===== config.mk =====
export PLATFORM = sky130hd
export DESIGN_NAME = oam_scan_flat
export DESIGN_NICKNAME = d
export VERILOG_FILES = /design/src/rtl/oam_scan_if.sv /design/src/rtl/oam_scan.sv /design/src/flat_wrapper.sv
export SDC_FILE = /design/constraint.sdc
export NUM_CORES = 1
export LEC_CHECK = 0
export BUFFER_PORTS_ARGS = -buffer_cell sky130_fd_sc_hd__buf_2
export CAP_MARGIN = 40
export CORE_MARGIN = 4
export CORE_UTILIZATION = 55
export DETAILED_ROUTE_END_ITERATION = 16
export PLACE_DENSITY = 0.86
export SLEW_MARGIN = 20
export SYNTH_ARGS = -nofsm -noshare
export SYNTH_HDL_FRONTEND = slang
export SYNTH_SLANG_ARGS = --single-unit

===== constraint.sdc =====
create_clock -name clk -period 4.8 [get_ports clk]
set_input_delay 1.2 -clock clk [delete_from_list [all_inputs] [get_ports clk]]
set_output_delay 1.2 -clock clk [all_outputs]
set_load 0.1 [all_outputs]

===== src/rtl/oam_scan_if.sv =====
// oam_scan_if: OAM read-port bundle between the mode-2 scanner and the OAM block.
//   adb  : word address (7 bits, word w holds bytes 2w/2w+1)
//   ceb  : read clock enable
//   oce  : output enable, always equal to ceb
//   dout : read data, [7:0] = Y byte, [15:8] = X byte (one cycle after ceb)
// master = scanner side, slave = OAM memory side.
interface oam_scan_if;
  logic [6:0]  adb;
  logic        ceb;
  logic        oce;
  logic [15:0] dout;

  modport master (output adb, output ceb, output oce, input dout);
  modport slave  (input adb, input ceb, input oce, output dout);
endinterface


===== src/rtl/oam_scan.sv =====
// oam_scan: mode-2 OAM scan sequencer. On an accepted start it reads all
// NUM_ENTRIES OAM entries (2 cycles each) and records the first MAX_SPRITES
// sprites whose Y range covers the latched line, in OAM order.
// Ports:
//   clk, resetn       : clock, synchronous active-low reset
//   start, ly, tall   : scan request, current line, 8x16 object size
//   oam               : OAM read port (master side)
//   busy, done, count : scanning, one-cycle list-final pulse, list length
//   rd_idx            : list slot to read; rd_oam_idx / rd_x are combinational
// Build option: define OAM_SCAN_TALL_EN to honour tall (height 16); otherwise
// the height is fixed at 8 and tall is ignored.
//
// state | meaning
// IDLE  | waiting for start; list and count hold
// SCAN  | walking OAM, phase 0 = issue read, phase 1 = evaluate entry
// DONE  | one cycle, done pulse; a start here re-enters SCAN directly
module oam_scan #(
  parameter int NUM_ENTRIES = 40,
  parameter int MAX_SPRITES = 10
) (
  input  logic        clk,
  input  logic        resetn,
  input  logic        start,
  input  logic [7:0]  ly,
  input  logic        tall,
  oam_scan_if.master  oam,
  output logic        busy,
  output logic        done,
  output logic [3:0]  count,
  input  logic [3:0]  rd_idx,
  output logic [5:0]  rd_oam_idx,
  output logic [7:0]  rd_x
);

  typedef enum logic [1:0] {S_IDLE, S_SCAN, S_DONE} state_t;

  localparam logic [5:0] LAST_ENTRY = 6'(NUM_ENTRIES - 1);
  localparam logic [3:0] MAX_CNT    = 4'(MAX_SPRITES);

  state_t      state, state_nx;
  logic        accept;
  logic        rd_ce;
  logic [5:0]  entry;
  logic        phase;
  logic [7:0]  ly_q;
  logic [3:0]  count_q;
  logic [6:0]  adb_q;
  logic [5:0]  slot_idx [MAX_SPRITES];
  logic [7:0]  slot_x   [MAX_SPRITES];
  logic [9:0]  diff;
  logic [8:0]  height;
  logic        hit;

`ifdef OAM_SCAN_TALL_EN
  logic tall_q;

  always_ff @(posedge clk) begin
    if (!resetn)     tall_q <= 1'b0;
    else if (accept) tall_q <= tall;
  end

  assign height = tall_q ? 9'd16 : 9'd8;
`else
  logic unused_tall;
  assign unused_tall = tall;
  assign height      = 9'd8;
`endif

  always_ff @(posedge clk) begin
    if (!resetn) state <= S_IDLE;
    else         state <= state_nx;
  end

  always_comb begin
    state_nx = state;
    accept   = 1'b0;
    rd_ce    = 1'b0;
    busy     = 1'b0;
    done     = 1'b0;
    case (state)
      S_IDLE: begin
        if (start) begin
          accept   = 1'b1;
          state_nx = S_SCAN;
        end
      end
      S_SCAN: begin
        busy  = 1'b1;
        rd_ce = ~phase;
        if (phase && entry == LAST_ENTRY) state_nx = S_DONE;
      end
      S_DONE: begin
        done = 1'b1;
        if (start) begin
          accept   = 1'b1;
          state_nx = S_SCAN;
        end else begin
          state_nx = S_IDLE;
        end
      end
      default: state_nx = S_IDLE;
    endcase
  end

  // Extra top bit catches the borrow when Y > ly + 16.
  assign diff = {2'b00, ly_q} + 10'd16 - {2'b00, oam.dout[7:0]};
  assign hit  = ~diff[9] && (diff[8:0] < height);

  always_ff @(posedge clk) begin
    if (!resetn) begin
      entry   <= '0;
      phase   <= 1'b0;
      ly_q    <= '0;
      count_q <= '0;
      adb_q   <= '0;
      for (int i = 0; i < MAX_SPRITES; i++) begin
        slot_idx[i] <= '0;
        slot_x[i]   <= '0;
      end
    end else if (accept) begin
      ly_q    <= ly;
      count_q <= '0;
      entry   <= '0;
      phase   <= 1'b0;
      for (int i = 0; i < MAX_SPRITES; i++) begin
        slot_idx[i] <= '0;
        slot_x[i]   <= '0;
      end
    end else if (state == S_SCAN) begin
      if (!phase) begin
        adb_q <= {entry, 1'b0};
        phase <= 1'b1;
      end else begin
        phase <= 1'b0;
        entry <= entry + 6'd1;
        // Overflow hits are dropped but the walk continues for fixed timing.
        if (hit && count_q < MAX_CNT) begin
          slot_idx[count_q] <= entry;
          slot_x[count_q]   <= oam.dout[15:8];
          count_q           <= count_q + 4'd1;
        end
      end
    end
  end

  // Address holds its last issued value while the read port is disabled.
  assign oam.adb = rd_ce ? {entry, 1'b0} : adb_q;
  assign oam.ceb = rd_ce;
  assign oam.oce = rd_ce;

  assign count      = count_q;
  assign rd_oam_idx = (rd_idx < count_q) ? slot_idx[rd_idx] : 6'd0;
  assign rd_x       = (rd_idx < count_q) ? slot_x[rd_idx]   : 8'd0;

endmodule

===== src/flat_wrapper.sv =====
// flat-port wrapper written by rule: the top's interface ports become plain ports
module oam_scan_flat 
#(
  parameter int NUM_ENTRIES = 40,
  parameter int MAX_SPRITES = 10
)
  (clk, resetn, start, ly, tall, busy, done, count, rd_idx, rd_oam_idx, rd_x, oam_adb, oam_ceb, oam_oce, oam_dout);
  oam_scan_if oam_i ();
  input  logic clk;
  input  logic resetn;
  input  logic start;
  input  logic [7:0] ly;
  input  logic tall;
  output logic busy;
  output logic done;
  output logic [3:0] count;
  input  logic [3:0] rd_idx;
  output logic [5:0] rd_oam_idx;
  output logic [7:0] rd_x;
  output wire logic [$bits(oam_i.adb)-1:0] oam_adb;
  output wire logic [$bits(oam_i.ceb)-1:0] oam_ceb;
  output wire logic [$bits(oam_i.oce)-1:0] oam_oce;
  input wire logic [$bits(oam_i.dout)-1:0] oam_dout;
  assign oam_adb = oam_i.adb;
  assign oam_ceb = oam_i.ceb;
  assign oam_oce = oam_i.oce;
  assign oam_i.dout = oam_dout;
  oam_scan #(.NUM_ENTRIES(NUM_ENTRIES), .MAX_SPRITES(MAX_SPRITES)) u_core (.clk(clk), .resetn(resetn), .start(start), .ly(ly), .tall(tall), .oam(oam_i), .busy(busy), .done(done), .count(count), .rd_idx(rd_idx), .rd_oam_idx(rd_oam_idx), .rd_x(rd_x));
endmodule

==> results.txt, run 1 <==
The flow ran to the end, and the final reports show no timing, DRC or antenna violations. CTS placed an instance of sky130_fd_sc_hd__clkbuf_16 at the clock tree root. The tools report the proportion of power drawn by flip-flops and latches as 50.4%. The per-cell routed wire length was 22.4 um; the total number of yosys warnings was 0. The area growth from synthesis to layout is 16.0%, and the clock tree buffer depth is 3.

The net switching power came out at 0.00114 W. Setup skew after layout: 0.0112 ns. TritonCTS built the clock tree.

Measured along the y axis, the die boundary spans 154 um. The logs give 55.9% for the starting density of the core and 0 for the count of maximum capacitance violations. Type of destination of the critical path: a primary output. STA puts the critical path data required time at 3.60 ns.

The shortest period the worst path allows was 4.46 ns. The total of endpoints with negative setup slack in the final report came out at 0. The dominant cell type by area after synthesis is sky130_fd_sc_hd__edfxtp_1.

The clock network fraction of design power is 39.6%, and the hold buffer count at cts is 0. The cell count after synthesis came out at 780. Combinational logic burns 10.0% of the power.

For the pin with the worst max-slew slack, the measured transition is 0.862 ns. The later pin in the worst-skew pair is clocked with a latency of 0.53 ns. At the end of routability-driven placement, the weighted congestion stood at 0.822. Counting every sink on the clock net gives 251. The placed instances occupy a cell area of 12,700 um^2. The worst-case IR drop observed on VDD is 292 uV. The final hold violation count is 0, and the cell area power density is 367 nW/um^2. The synthesized design contains 224 enable-type register cells.

For this run, the leading register cell type out of synthesis is sky130_fd_sc_hd__edfxtp_1. From left edge to right edge, the die measures 154 um. The worst setup path is launched from an input port. The run gives 53 as the total number of placement rows. The logs give 0.336 ns for the worst setup slack after layout and 0 for the initial antenna violation count. The average instance in the mapped netlist occupies 15.0 um^2. Post-CTS timing repair inserted 0 buffers for setup. Synthesis inferred 251 register bits. The portion of the clock cycle consumed by the worst path in the final layout was 93.0%; the switching portion of total power was 22.9%. The share of synthesized area in the top cell type comes to 57.5%. 61 I/O pins were placed.

The number of global-route vias before repair is 7,505, and the placeable core region is 21,000 um^2. The logs give 1 for the number of levels in the clock H-tree and 930 for the net count reported at finish. The first global-routing pass estimated 41,500 um of wire. Type of the most critical hold path: register to register.

The critical path class is input port to primary output. The full die area was 23,700 um^2. The number of I/O port buffers was 58.

The count of placed standard cells in the final layout, fillers left out came out at 1,176. After synthesis, the cell types taking the most area are sky130_fd_sc_hd__edfxtp_1, sky130_fd_sc_hd__mux4_2, sky130_fd_sc_hd__dfxtp_1, sky130_fd_sc_hd__nor4_2, sky130_fd_sc_hd__nor4_1. The number of iterations in the first detailed-routing pass is 5. For this run, the top clock speed supported by timing is 0.224 GHz. The fraction of registers with async set or reset after synthesis was 0%; the setup slack after placement was 0.300 ns. The proportion of layout cells with a drive suffix above 1 was 28.5%.

Detailed-route vias per instance: 6.28. Including well taps, the total number of placed cells is 1,128. The run gives 11,700 um^2 as the post-synthesis instance area. The run gives 0.00384 W as the total internal power.

In this run, CTS created clock tree buffers numbering 25. The finished cells cover 13,600 um^2. Setup repair after global routing left no endpoint under its margin.

The data arrival at the endpoint of the critical path is 3.26 ns, and the clock-pin slew on the worst setup and hold paths is 0.06 ns. The tools report the register area share after synthesis as 62.1%. Global routing used 22.3% of the available tracks.

Entering global routing, the biggest net connects 77 pins. The run gives 15,300 um as the post-detailed-placement half-perimeter wirelength. The largest fanout on the critical path came out at 25. After global routing the overflow that remains totals 0. The detailed router placed 7,388 vias in this run.

For this run, design rule violations remaining after detail routing come to 0. The run gives 0 as the number of pins exceeding their max-slew limit in the final report. In this run the remaining antenna-violating nets after routing total 0.

The diode insertion count for antenna repair was 0; the total wirelength of the detailed-routed design was 26,400 um. The worst pin sits at a relative slew slack of 42.4%. The number of resized instances in the post-cts repair step was 0; the standby leakage power was 4.74 nW.

After the first detailed-routing iteration, the DRC count stood at 963. After synthesis, the netlist uses 47 different library cells.
[per-stage QoR]
| stage | power, W | utilization (%) | hold slack, ns | setup TNS (ns) |
|---|---|---|---|---|
| finish | 0.00498 | 64.8 | 0.475 | 0 |
| global route | 0.00515 | 64.8 | 0.501 | 0 |
| CTS | 0.00500 | 64.7 | 0.475 | 0 |
| detailed placement | 0.00305 | 60.7 | 0.467 | 0 |
| global placement | 0.00303 | 60.7 | 0.450 | 0 |
| floorplan | 0.00288 | - | 0.444 | -0.0325 |
[Yosys cell counts, types with 2 or more instances]
cell type                    n
sky130_fd_sc_hd__edfxtp_1  224
sky130_fd_sc_hd__mux4_2     70
sky130_fd_sc_hd__nand2_1    67
sky130_fd_sc_hd__nor3_1     61
sky130_fd_sc_hd__nor4_1     51
sky130_fd_sc_hd__clkbuf_1   46
sky130_fd_sc_hd__nor4_2     36
sky130_fd_sc_hd__inv_1      30
sky130_fd_sc_hd__dfxtp_1    27
sky130_fd_sc_hd__nor2b_1    17
sky130_fd_sc_hd__ha_1       16
sky130_fd_sc_hd__o21ai_0    16
sky130_fd_sc_hd__nor2_1     14
sky130_fd_sc_hd__buf_6      11
sky130_fd_sc_hd__buf_2      10
sky130_fd_sc_hd__a21boi_0    9
sky130_fd_sc_hd__and2_1      9
sky130_fd_sc_hd__xnor2_1     8
sky130_fd_sc_hd__mux2_2      6
sky130_fd_sc_hd__nand3_1     5
sky130_fd_sc_hd__nand2b_1    4
sky130_fd_sc_hd__o21a_1      4
sky130_fd_sc_hd__a21o_1      3
sky130_fd_sc_hd__a21oi_1     3
sky130_fd_sc_hd__and3_1      3
sky130_fd_sc_hd__buf_4       3
sky130_fd_sc_hd__nand4_1     3
sky130_fd_sc_hd__a41o_1      2
sky130_fd_sc_hd__and4_1      2
sky130_fd_sc_hd__buf_1       2
sky130_fd_sc_hd__mux2i_1     2
[cell type report]
type                            instances  area [um^2]
Tap cell                              275          344
Sequential cell                       251         7270
Clock inverter                         18          193
Multi-Input combinational cell        482         4210
Inverter                               31          116
Clock buffer                           28          637
Fill cell                            1467         7380
Timing Repair Buffer                   91          816
[power by group through the flow]
stage	Sequential [W]	Clock [W]	Combinational, W
after floorplan	0.00254	0	0.000342
after CTS	0.00251	0.00199	0.000498
final	0.00251	0.00197	0.000499
after global routing	0.00251	0.00210	0.000530
after detailed placement	0.00255	0	0.000495
after global placement	0.00254	0	0.000485
[per-layer routing]
| layer | track usage (%) | wire length, um |
|---|---|---|
| met3 | 4.36 | 2790 |
| met2 | 37.2 | 13200 |
| met5 | 0 | 0 |
| met1 | 29.7 | 9390 |
| met4 | 8.03 | 953 |
[critical path: stages]
cell and delay [ns]:
sky130_fd_sc_hd__buf_4 0.32, sky130_fd_sc_hd__buf_12 0.28, sky130_fd_sc_hd__mux4_2 0.54, sky130_fd_sc_hd__mux4_2 0.52
sky130_fd_sc_hd__nor2b_2 0.19, sky130_fd_sc_hd__buf_12 0.17
[sequential cells by signal (all words and copies together), names as in the netlist]
name             cells
u_core.slot_idx     96
u_core.slot_x      128
u_core.adb_q         6
u_core.ly_q          8
u_core.count         4
u_core.phase         1
u_core.entry         6
u_core.state         2
[placed cells by master, fill, tap and decap left out, types with 14 or more instances in the layout]
| cell type | instances |
|---|---|
| sky130_fd_sc_hd__nor3_1 | 61 |
| sky130_fd_sc_hd__inv_1 | 30 |
| sky130_fd_sc_hd__dfxtp_1 | 27 |
| sky130_fd_sc_hd__ha_1 | 16 |
| sky130_fd_sc_hd__edfxtp_1 | 224 |
| sky130_fd_sc_hd__nand2_1 | 65 |
| sky130_fd_sc_hd__nor4_2 | 38 |
| sky130_fd_sc_hd__conb_1 | 57 |
| sky130_fd_sc_hd__nor4_1 | 49 |
| sky130_fd_sc_hd__nor2_1 | 14 |
| sky130_fd_sc_hd__mux4_2 | 70 |
| sky130_fd_sc_hd__buf_2 | 43 |
| sky130_fd_sc_hd__clkbuf_16 | 25 |
| sky130_fd_sc_hd__buf_12 | 18 |
| sky130_fd_sc_hd__buf_4 | 28 |
[cell families (layout without fill, tap and decap cells)]
group                      Yosys count  count (layout)  synth area share [%]
AOI/OAI and AO/OA                   47              47                  2.79
buffers and inverters              103             168                  4.21
muxes                               78              78                  14.2
DFF                                251             251                  62.1
and+or+nand+nor                    275             275                  14.3
other                                1              57                0.0320
xor gates and xnor gates             9               9                 0.673
adders and majority gates           16              16                  1.71
[worst paths after layout]
kind / cells after the start / endpoint / startpoint / slack, ns
min reg2reg: 2 / u_core.ly_q[3] / u_core.ly_q[3] / 0.47
max: 6 / rd_oam_idx[3] / rd_idx[0] / 0.34
max reg2reg: 10 / u_core.slot_idx[11][4] / u_core.ly_q[4] / 1.50
min: 2 / u_core.ly_q[3] / u_core.ly_q[3] / 0.47
(Power assumes the default switching activity.)
==> inputs of run 2 (changes only) <==
--- a/config.mk
+++ b/config.mk
@@ -7,6 +7,7 @@
 export LEC_CHECK = 0
 export BUFFER_PORTS_ARGS = -buffer_cell sky130_fd_sc_hd__buf_2
 export CAP_MARGIN = 40
+export CORE_ASPECT_RATIO = 0.7
 export CORE_MARGIN = 4
 export CORE_UTILIZATION = 55
 export DETAILED_ROUTE_END_ITERATION = 16
==> results.txt, run 2 (synthesis gave the netlist of run 1 again) <==
The number of fillers in the final layout came out at 1,477 (was 1,467). Most common cell after layout, fill and taps aside: sky130_fd_sc_hd__edfxtp_1 (unchanged). The worst-skew pair later-pin latency is 0.51 ns (was 0.53 ns). The flow ran to the end, and the final reports show no timing, DRC or antenna violations.

The proportion of layout cells with a drive suffix above 1 was 28.7% (was 28.5%); the number of global-route vias before repair was 7,378 (was 7,505). Detailed-route vias per instance: 6.34 (was 6.28). TritonCTS built the clock tree. The tools report the post-detailed-placement half-perimeter wirelength as 17,500 um (was 15,300 um).

The tools report the startpoint kind of the worst setup timing path as an input port (unchanged). The switching portion of total power came out at 23.3% (was 22.9%). The die outline height was 130 um (was 154 um); the number of clock sinks was 251 (unchanged). For the net switching power, the log shows 0.00113 W (was 0.00114 W). The number of I/O port buffers came out at 58 (unchanged). The final hold violation count was 0 (unchanged). The critical path class is input port to primary output (unchanged). The logs give 12,800 um^2 (was 12,700 um^2) for the total cell area at the placement stage and 2 (was 0) for the initial antenna violation count. Cell area power density: 357 nW/um^2 (was 367 nW/um^2). The run gives 3.22 ns (was 3.26 ns) as the data arrival at the endpoint of the critical path. For the number of buffers added by the clock tree synthesis step, the log shows 24 (was 25).

The slew at the pin with the worst max-slew slack is 0.869 ns (was 0.862 ns), and the number of flip-flops in the largest register is 128 (unchanged). The starting density of the core is 56.3% (was 55.9%), and the register area is 7270 um^2 (unchanged). The tightest hold margin is 0.470 ns (was 0.475 ns). The run gives 0 (unchanged) as the DRC violation count after routing. Largest registers: u_core.slot_x x128, u_core.slot_idx x96, u_core.ly_q x8 (unchanged). The number of post-CTS setup repair buffers came out at 0 (unchanged). The total internal power is 0.00371 W (was 0.00384 W), and the setup skew after layout is 0.00693 ns (was 0.0112 ns).

The portion of the clock cycle consumed by the worst path in the final layout works out to 92.0% (was 93.0%). For the required time of the critical path, the log shows 3.60 ns (about the same). The standby leakage power was 4.74 nW (about the same); the maximum vdd drop was 334 uV (was 292 uV). The number of pins exceeding their max-slew limit in the final report is 0 (unchanged). The width of the chip works out to 182 um (was 154 um).

The logs give 0 (unchanged) for the count of maximum capacitance violations and 867 (was 963) for the initial DRC count. Combinational cell fraction of total power: 10.6% (was 10.0%). The run gives 0.226 GHz (was 0.224 GHz) as the highest clock frequency the design can meet. The area growth from synthesis to layout works out to 15.6% (was 16.0%). The number of iterations in the first detailed-routing pass came out at 5 (unchanged). For the diode insertion count for antenna repair, the log shows 0 (unchanged). The run gives 44 (was 53) as the total number of placement rows. The root cell of the clock tree was sky130_fd_sc_hd__clkbuf_16 (unchanged). The global placement routability congestion came out at 0.844 (was 0.822). The tools report the overflow left after global routing as 0 (unchanged). For the design area, the log shows 13,500 um^2 (was 13,600 um^2).

Most used cells in the layout excluding fill and tap cells: sky130_fd_sc_hd__edfxtp_1, sky130_fd_sc_hd__mux4_2, sky130_fd_sc_hd__nand2_1 (unchanged). The type of destination of the critical path was a primary output (unchanged). The count of placed standard cells in the final layout, fillers left out was 1,180 (was 1,176).

The shortest period the worst path allows works out to 4.42 ns (was 4.46 ns). The area of combinational cells with multiple inputs came out at 4210 um^2 (unchanged). The placeable core region is 20,800 um^2 (was 21,000 um^2), and the proportion of power drawn by flip-flops and latches is 51.9% (was 50.4%). The power consumption was 0.00484 W (was 0.00498 W); the number of resized instances in the post-cts repair step was 0 (unchanged).

The clock tree buffer depth was 3 (unchanged). The maximum number of pins on one net before global-route repair came out at 59 (was 77). The number of levels in the clock H-tree is 1 (unchanged), and the all-layer global routing usage is 23.8% (was 22.3%). The via count is 7,478 (was 7,388), and the total wirelength of the detailed-routed design is 28,200 um (was 26,400 um).

The hold buffer count at cts is 0 (unchanged). The total of endpoints with negative setup slack in the final report came out at 0 (unchanged). The top-level I/O count came out at 61 (unchanged). Type of the most critical hold path: register to register (unchanged). The number of routed nets with antenna violations was 0 (unchanged).

Setup repair after global routing left no endpoint under its margin. The largest register by flop count is u_core.slot_x (unchanged). The per-cell routed wire length is 23.9 um (was 22.4 um). First-pass GRT wire length: 43,000 um (was 41,500 um). The largest fanout on the critical path was 12 (was 25); the number of placed instances with taps included was 1,135 (was 1,128). Clock-pin slew on the worst setup and hold paths: 0.06 ns (about the same). The worst max-slew margin expressed relative to the limit was 42.0% (was 42.4%); the final core area utilization was 65.1% (was 64.8%). The run gives 23,700 um^2 (about the same) as the full die area.

The net count reported at finish is 934 (was 930). The run gives 37.5% (was 39.6%) as the clock network fraction of design power.
==> run 2: cell types whose count changed in the layout (fill, tap and decap cells not counted), sizes merged <==
cell      before  now
inv           32   31
clkinvlp       3    0
clkbuf        28   41
bufinv         4    0
clkinv        10    3
buf           91   96
==> run 2: power by group through the flow <==
stage	Combinational (W)	Clock, W	Sequential [W]
after floorplan	0.000342	0	0.00254
after global placement	0.000494	0	0.00255
after detailed placement	0.000505	0	0.00256
after CTS	0.000509	0.00184	0.00251
after global routing	0.000541	0.00194	0.00252
final	0.000514	0.00182	0.00251
==> run 2: path summary, 6_finish.rpt <==
path / slack, ns / endpoint / startpoint / depth (start not counted)
worst max register to register: 1.23 / u_core.slot_idx[11][5] / u_core.ly_q[4] / 9
worst min-delay path: 0.47 / u_core.ly_q[1] / u_core.ly_q[1] / 2
worst min register to register: 0.47 / u_core.ly_q[1] / u_core.ly_q[1] / 2
worst max-delay path: 0.38 / rd_x[2] / rd_idx[1] / 9
==> run 2: worst max-delay path, stage by stage <==
cell and delay [ns]:
sky130_fd_sc_hd__buf_2 0.34, sky130_fd_sc_hd__ha_1 0.33, sky130_fd_sc_hd__o21ai_0 0.11, sky130_fd_sc_hd__a21boi_0 0.13
sky130_fd_sc_hd__o21ai_0 0.18, sky130_fd_sc_hd__nand2b_1 0.22, sky130_fd_sc_hd__buf_4 0.28, sky130_fd_sc_hd__nor2b_2 0.19
sky130_fd_sc_hd__buf_12 0.19
==> run 2: routing by layer <==
metal	wire (um)	vias to the layer above	global-route usage (%)	part of all wire, %
met1	10900	3741	32.7	39
met2	13800	439	39.0	49
met4	732	2	7.01	2.6
li1	-	3223	-	-
met3	2750	73	5.46	9.7
met5	13	-	0	0.046
==> run 2: final cells by class <==
class / count / area share, %
inverter: 31 / 0.859
timing repair buffer: 96 / 6.30
sequential: 251 / 53.7
multi-input combinational: 482 / 31.1
tap: 276 / 2.55
clock inverter: 3 / 0.0924
clock buffer: 41 / 5.45
==> run 2: per-stage QoR <==
step | setup WS (ns) | TNS (ns)
2_1_floorplan | -0.0173 | -0.0325
3_3_place_gp | 0.438 | 0
3_5_place_dp | 0.407 | 0
4_1_cts | 0.393 | 0
5_1_grt | 0.230 | 0
6_report | 0.385 | 0
